`src/rtl/uart_tx_queue.sv`:
```
// rtl/uart_tx_queue.sv - byte FIFO and paced send sequencer in front of a uart_tx instance
module uart_tx_queue #(
    parameter int DEPTH_LOG2 = 4,
    parameter int GAP_CYCLES = 2,
    parameter int TIMEOUT    = 4096
) (
    input  logic                  clk,
    input  logic                  reset,
    input  logic                  wr_en,
    input  logic [7:0]            wr_data,
    input  logic                  clr_err,
    input  logic                  tx_sent,
    output logic [7:0]            tx_data,
    output logic                  tx_en,
    output logic                  full,
    output logic                  empty,
    output logic [DEPTH_LOG2:0]   count,
    output logic                  busy,
    output logic                  overflow,
    output logic                  timeout_err
);

    localparam int                  DEPTH        = 2 ** DEPTH_LOG2;
    localparam logic [DEPTH_LOG2:0] DEPTH_CNT    = (DEPTH_LOG2 + 1)'(DEPTH);
    // Timer value at which the next increment would reach TIMEOUT-1.
    localparam logic [15:0]         TIMEOUT_LAST = 16'(TIMEOUT - 2);
    // GAP_CYCLES of 0 and 1 both give a single GAP cycle.
    localparam logic [15:0]         GAP_LAST     = (GAP_CYCLES == 0) ? 16'd0 : 16'(GAP_CYCLES - 1);

    typedef enum logic [1:0] {S_IDLE, S_START, S_WAIT, S_GAP} state_t;

    state_t                  state;
    state_t                  next_state;
    logic [7:0]              mem [DEPTH];
    logic [DEPTH_LOG2-1:0]   wr_ptr;
    logic [DEPTH_LOG2-1:0]   rd_ptr;
    logic [15:0]             timer;
    logic [15:0]             gap_cnt;
    logic                    sent_prev;
    logic                    sent_rise;
    logic                    pop;
    logic                    push;
    logic                    drop;
    logic                    timer_clr;
    logic                    timer_inc;
    logic                    gap_clr;
    logic                    gap_inc;
    logic                    timeout_set;

    assign empty     = (count == '0);
    assign full      = (count == DEPTH_CNT);
    assign busy      = (state != S_IDLE);
    assign sent_rise = tx_sent & ~sent_prev;
    // A pop in the same cycle frees a slot, so a write into a full queue is still accepted.
    assign push      = wr_en & (~full | pop);
    assign drop      = wr_en & full & ~pop;

    // State register.
    always_ff @(posedge clk or posedge reset) begin
        if (reset) state <= S_IDLE;
        else       state <= next_state;
    end

    // Next-state logic and per-state control strobes.
    always_comb begin
        next_state  = state;
        pop         = 1'b0;
        tx_en       = 1'b0;
        timer_clr   = 1'b0;
        timer_inc   = 1'b0;
        gap_clr     = 1'b0;
        gap_inc     = 1'b0;
        timeout_set = 1'b0;
        case (state)
            S_IDLE: begin
                if (!empty) begin
                    pop        = 1'b1;
                    next_state = S_START;
                end
            end
            S_START: begin
                tx_en      = 1'b1;
                timer_clr  = 1'b1;
                next_state = S_WAIT;
            end
            S_WAIT: begin
                if (sent_rise) begin
                    gap_clr    = 1'b1;
                    next_state = S_GAP;
                end else if (timer == TIMEOUT_LAST) begin
                    timeout_set = 1'b1;
                    next_state  = S_IDLE;
                end else begin
                    timer_inc = 1'b1;
                end
            end
            S_GAP: begin
                if (gap_cnt >= GAP_LAST) next_state = S_IDLE;
                else                     gap_inc    = 1'b1;
            end
            default: next_state = S_IDLE;
        endcase
    end

    // FIFO storage; contents need no reset because count gates every read.
    always_ff @(posedge clk) begin
        if (push) mem[wr_ptr] <= wr_data;
    end

    // FIFO pointers and occupancy.
    always_ff @(posedge clk or posedge reset) begin
        if (reset) begin
            wr_ptr <= '0;
            rd_ptr <= '0;
            count  <= '0;
        end else begin
            if (push) wr_ptr <= wr_ptr + 1'b1;
            if (pop)  rd_ptr <= rd_ptr + 1'b1;
            case ({push, pop})
                2'b10:   count <= count + 1'b1;
                2'b01:   count <= count - 1'b1;
                default: count <= count;
            endcase
        end
    end

    // Output byte register, edge detector and WAIT/GAP timers.
    always_ff @(posedge clk or posedge reset) begin
        if (reset) begin
            tx_data   <= 8'h00;
            sent_prev <= 1'b0;
            timer     <= '0;
            gap_cnt   <= '0;
        end else begin
            sent_prev <= tx_sent;
            if (pop)            tx_data <= mem[rd_ptr];
            if (timer_clr)      timer   <= '0;
            else if (timer_inc) timer   <= timer + 1'b1;
            if (gap_clr)        gap_cnt <= '0;
            else if (gap_inc)   gap_cnt <= gap_cnt + 1'b1;
        end
    end

    // Sticky error flags; a same-cycle set wins over clr_err.
    always_ff @(posedge clk or posedge reset) begin
        if (reset) begin
            overflow    <= 1'b0;
            timeout_err <= 1'b0;
        end else begin
            if (drop)         overflow    <= 1'b1;
            else if (clr_err) overflow    <= 1'b0;
            if (timeout_set)  timeout_err <= 1'b1;
            else if (clr_err) timeout_err <= 1'b0;
        end
    end

endmodule
```
`config.mk`:
```
export PLATFORM = sky130hd
export DESIGN_NAME = uart_tx_queue
export DESIGN_NICKNAME = d
export VERILOG_FILES = /design/src/rtl/uart_tx_queue.sv
export SDC_FILE = /design/constraint.sdc
export NUM_CORES = 1
export LEC_CHECK = 0
export CORE_MARGIN = 1
export CORE_UTILIZATION = 45
export CTS_CLUSTER_SIZE = 8
export DETAILED_ROUTE_END_ITERATION = 12
export MAX_ROUTING_LAYER = met4
export PLACE_DENSITY_LB_ADDON = 0.12
export SYNTH_ARGS = -nofsm -noshare
export SYNTH_HDL_FRONTEND = slang
export SYNTH_SLANG_ARGS = --single-unit
```
`constraint.sdc`:
```
create_clock -name clk -period 3.35 [get_ports clk]
set_clock_uncertainty 0.2 [all_clocks]
set_input_delay 0.5025 -clock clk [delete_from_list [all_inputs] [get_ports clk]]
set_output_delay 0.5025 -clock clk [all_outputs]
set_load 0.02 [all_outputs]
```
# Word-level counts from Yosys, hierarchy flattened
# Memory sizes are Yosys's and may differ from the RTL's. A register that Yosys moved wholly into a read port is not among the register bits.
# Index checks and enable logic that the tools add are counted.
dict set report totals {
  in_bits 13
  regBits 50
  output_inout_bits 19
  mem_bits_rw 128
  mem_count 1
  elab_cells 72
}
dict set report classes {
  reduce_logical 9
  muxes 28
  add_sub_neg 6
  n_eq_ne 10
  bitwise 8
  magnitude_cmp 1
}
# name words width read_ports rd_ports_with_merged_regs wr line
set memory_table {}
lappend memory_table {mem 16 8 1 1 1 34} ;# logic [7:0] mem [DEPTH];
# operator count
set ops {}
lappend ops {{16-bit 2-to-1 mux} 4}
lappend ops {{16-bit by 1-bit adder with 16-bit output (second input constant)} 2}
lappend ops {{1-bit 2-to-1 mux} 18}
lappend ops {{16-bit by 12-bit == test with 1-bit output (second input constant)} 1}
lappend ops {{16-bit by 1-bit >= comparator with 1-bit output (second input constant)} 1}
lappend ops {{2-bit nonzero test} 6}
lappend ops {{5-bit one-hot mux with 2 select lines} 1}
lappend ops {{4-bit by 1-bit adder with 4-bit output (second input constant)} 2}
lappend ops {{2-bit 2-to-1 mux} 4}
lappend ops {{2-bit one-hot mux with 4 select lines} 1}
lappend ops {{2-bit == test (second input constant)} 3}
lappend ops {{5-bit by 1-bit adder with 5-bit output (second input constant)} 1}
lappend ops {{5-bit == test (second input constant)} 1}
lappend ops {{5-bit zero test} 1}
lappend ops {{5-bit by 1-bit subtractor with 5-bit output (second input constant)} 1}
lappend ops {{1-bit AND} 4}
lappend ops {{2-bit by 1-bit == test with 1-bit output (second input constant)} 2}
lappend ops {{2-bit != test (second input constant)} 2}
lappend ops {{3-bit != test (second input constant)} 1}
lappend ops {{1-bit inverter} 3}
lappend ops {{3-bit AND reduction} 1}
lappend ops {{2-bit zero test} 1}
lappend ops {{1-bit OR} 1}

# Longest topological paths before layout
dict set report logic_depth {
  ltp_word 7
  depth_mapped 10
}

# Worst setup path after synthesis
# Ideal clock, no wire load.
dict set report synth_path {
  path_type {register to register}
  startpoint {reg count[0]}
  endpoint {reg count[4]}
  arrival_time_ns 2.543
  n_path_buf 0
  setup_slack_ns 0.464
  setup_ns 0.144
  stages_incl_launch_ff 11
  synth_period_minus_slack_ns 2.886
  path_cell_list {dfrtp_1 > or4_4 > o21ai_4 > nor2_2 > xor2_1 > ha_1 > o31ai_1 > nand2_1 > a31oi_1 > mux2i_1 > o221ai_1}
}
dict set report synth_via {
  elab_chain_cells 7
  word_cells_on_any_way 13
  cone_classes {2 x add/sub; 3 x eq/ne; 3 x mux; 3 x bitwise; 2 x reduce/logical}
}
# element line
set synth_lines {}
lappend synth_lines {{start: declaration} 17} ;# output logic [DEPTH_LOG2:0] count,
lappend synth_lines {{start signal: assignment} 120} ;# 2'b10: count <= count + 1'b1;
lappend synth_lines {{start signal: assignment} 121} ;# 2'b01: count <= count - 1'b1;
lappend synth_lines {{start signal: assignment} 122} ;# default: count <= count;
lappend synth_lines {{5-bit zero test} 50} ;# assign empty = (count == '0);
lappend synth_lines {{1-bit 2-to-1 mux} 76} ;# if (!empty) begin
lappend synth_lines {{1-bit 2-to-1 mux} 74} ;# case (state)
lappend synth_lines {{1-bit OR} 55} ;# assign push = wr_en & (~full | pop);
lappend synth_lines {{1-bit AND} 55}
lappend synth_lines {{2-bit by 1-bit == test with 1-bit output / 2-bit == test (equally long branches)} 119} ;# case ({push, pop})
lappend synth_lines {{5-bit one-hot mux with 2 select lines / 2-bit nonzero test (equally long branches)} n/a}
# Parallel ways exist; a longest one is shown, timed or not.
# A chain may end at the register's enable or synchronous reset.

# Worst setup path after layout
# Ends and elaborated chain as after synthesis.

==> metrics.txt <==
cell family with most CP delay=simple AND/OR/NAND/NOR gates; async set-reset flop share out of synthesis=0.312; RSZ-0062 raised after global routing=no; total die area=17,600 um^2; Synth Area in Adders=0.0196; Synth Area in XOR/XNOR=0.0148; leakage power=3.33 nW; Max Cap Violations=0; fin. max-slew vios=0; Routed WL per cell=20.2 um; H-tree Lvls=4; Net Count, Synth=501; WP data arrival=3.07 ns; worst hold path stage count=2; CTS Root Cell=clkbuf_16; Post-synth EDFFs=128; final net count=558; Chip Width=133 um; final setup vio count=0; shortest period the worst path allows=2.98 ns; Critical Path Source Type=flip-flop; CTS resizes=0; Worst EP required=3.44 ns; Reg2Reg Depth=10; total global-route track usage=0.197; setup TNS=0 ns; layout cell share with drive strength beyond 1=0.187; Worst R2R Start=count[0]$_DFFE_PP0P_; main combinational cell family by area after synthesis=multiplexers; Synth Area per Inst=16.1 um^2; Worst slew margin=0.459; Ports=32; distinct cell type count of the synthesized netlist=51; HP Class=flip-flop to flip-flop; Core Rows=47; Num CTS Buffers=17; largest net degree at the start of global routing=34; Power Dens Cells=824 nW/um^2; status=complete, no violations; Critical path origin=count[0]$_DFFE_PP0P_; Crit path depth=10; Initial DRC Count=303; slowest cell on the critical path=or4_4; maximum VDD drop=406 uV; Top FF cell, synth=edfxtp_1; # diodes=0; clock-pin slew on the worst setup and hold paths=0.07 ns; CTS tree=done; Post-CTS Setup Inserts=0; Cell Area, Synth=7670 um^2; sequential share of the synthesized area=0.690; # port buffers=31; post-synthesis register bit count=186; crit path max fanout=7; Largest stage delay, worst path=0.62 ns; vias=4,204; CTS max path bufs=2; post-synthesis simple-gate area fraction=0.0928; worst path cell trace=or4_4 > o21ai_4 > nor2_2 > xor2_1 > ha_1 > o31ai_1 > nand2_1 > a31oi_1 > mux2i_1 > o221ai_1; router iterations before antenna repair=5; crit path buf inv count=0; antenna viol nets, final=0; Clock Latency Late Sink=0.43 ns; vias in the first global route=4,279; Post-Syn Instances=476; Final Hold Viols=0; final core occ=0.538; first-pass GRT wire length=24,600 um; HPWL after detailed placement=10,200 um; Overflow after GRT=0; cts hold-fix bufs=0; fin crit share=0.889; RD Place Congestion=0.838; Compound-Gate Fraction of Synth Area=0.0378; WL final=15,500 um; reg2reg end=count[4]$_DFFE_PP0P_; CTS sink cnt=186; number of warnings issued by yosys=0; P&R area growth vs syn=16.7%; crit path to=count[4]$_DFFE_PP0P_; Critical Path End Type=flip-flop; Vias per Instance=5.49; DRC=0; core area=16,600 um^2; Initial Util=0.461; mux cell area share after synthesis=0.127; FMAX=336 MHz; initial antenna violation count=0; Least-Margin Pin Slew=0.800 ns; critical path class=flip-flop to flip-flop; Die Span Y=133 um; FF-to-FF setup slack=0.37 ns
[layout make-up]
cell class              count  area (um^2)
repair buffers             57          505
clock inverters            15          169
multi-input cells         259         2240
well taps                 220          275
fillers                  1333         7680
clock buffers              17          425
inverters                  12         45.0
flip-flops and latches    186         5300
[metal layers]
metal	share of wire	GRT usage	vias up
met1	0.44	0.255	2164
li1	-	-	1937
met5	0	-	-
met4	0.0095	0.0543	0
met3	0.041	0.0418	8
met2	0.50	0.317	95
[per-stage QoR]
stage	cells	hold WS, ns	total power [W]	setup slack, ns	cell area, um^2
2_1_floorplan	476	0.264	0.00466	0.464	7670
3_3_place_gp	734	0.272	0.00542	0.517	8360
3_5_place_dp	734	0.270	0.00546	0.426	8360
4_1_cts	766	0.292	0.00746	0.329	8960
5_1_grt	766	0.305	0.00774	0.225	8960
6_report	766	0.298	0.00738	0.372	8960
[layout by cell type (no fill, tap or decap), types with 11 or more instances in the layout]
cell,netlist,layout
nand3_1,13,13
clkdlybuf4s50_1,0,31
nor2b_1,15,15
clkbuf_16,0,17
mux4_2,33,33
buf_4,2,26
mux2i_1,21,21
xnor2_1,11,11
ha_1,12,12
dfrtp_1,58,58
nor2_1,38,38
nand2_1,33,33
edfxtp_1,128,128
inv_1,12,11
[state kept, by name, summed over array words and instances, names as in the netlist]
name	count
wr_ptr	4
overflow	1
mem	128
tx_data	8
count	5
rd_ptr	4
sent_prev	1
timeout_err	1
state	2
gap_cnt	16
timer	16
[how the worst min path moves through the flow]
| stage | startpoint | to |
|---|---|---|
| 3_5_place_dp | tx_data[6]$_DFFE_PP0N_ | tx_data[6]$_DFFE_PP0N_ |
| 5_1_grt | tx_data[6]$_DFFE_PP0N_ | tx_data[6]$_DFFE_PP0N_ |
| 3_3_place_gp | tx_data[6]$_DFFE_PP0N_ | tx_data[6]$_DFFE_PP0N_ |
| 2_1_floorplan | gap_cnt[2]$_DFFE_PP0P_ | gap_cnt[2]$_DFFE_PP0P_ |
| 4_1_cts | tx_data[6]$_DFFE_PP0N_ | tx_data[6]$_DFFE_PP0N_ |
| 6_report | tx_data[6]$_DFFE_PP0N_ | tx_data[6]$_DFFE_PP0N_ |
[kinds of logic (layout without fill, tap and decap cells)]
| group | after synthesis | in the layout |
|---|---|---|
| compound gates | 36 | 36 |
| xor+xnor | 13 | 13 |
| fa+ha+maj | 12 | 12 |
| buf+inv | 31 | 101 |
| flops | 186 | 186 |
| mux | 56 | 56 |
| simple gates | 142 | 142 |
[worst register-to-register path: cells and delay by family (launching register included)]
family          cells  cell delay (ns)
compound gates      4             0.76
flops               1             0.47
mux                 1             0.24
simple gates        3             0.80
fa+ha+maj           1             0.24
xor+xnor            1             0.15
[report_power, final]
part | switching, W | internal [W] | total, W
Sequential | 0.000253 | 0.00280 | 0.00305
Clock | 0.000978 | 0.00101 | 0.00199
Combinational | 0.00129 | 0.00105 | 0.00234
[synthesized netlist by cell type (3+ instances only)]
cell / number / area [um^2]
nor3_1: 7 / 35.0
a211o_1: 3 / 26.3
inv_1: 12 / 45.0
nand4_1: 7 / 43.8
a221oi_1: 7 / 61.3
o211ai_1: 3 / 22.5
o21ai_0: 6 / 30.0
mux4_2: 33 / 743
dfrtp_1: 58 / 1450
buf_1: 4 / 15.0
nor2b_1: 15 / 93.8
mux2i_1: 21 / 210
nor2_1: 38 / 143
ha_1: 12 / 150
clkbuf_1: 7 / 26.3
nand3_1: 13 / 65.1
nand2_1: 33 / 124
buf_2: 5 / 25.0
xnor2_1: 11 / 96.3
nor4_1: 7 / 43.8
nand2b_1: 5 / 31.3
nor4b_1: 3 / 26.3
and3_1: 3 / 18.8
edfxtp_1: 128 / 3840
Power figures use the tool's default switching activity.
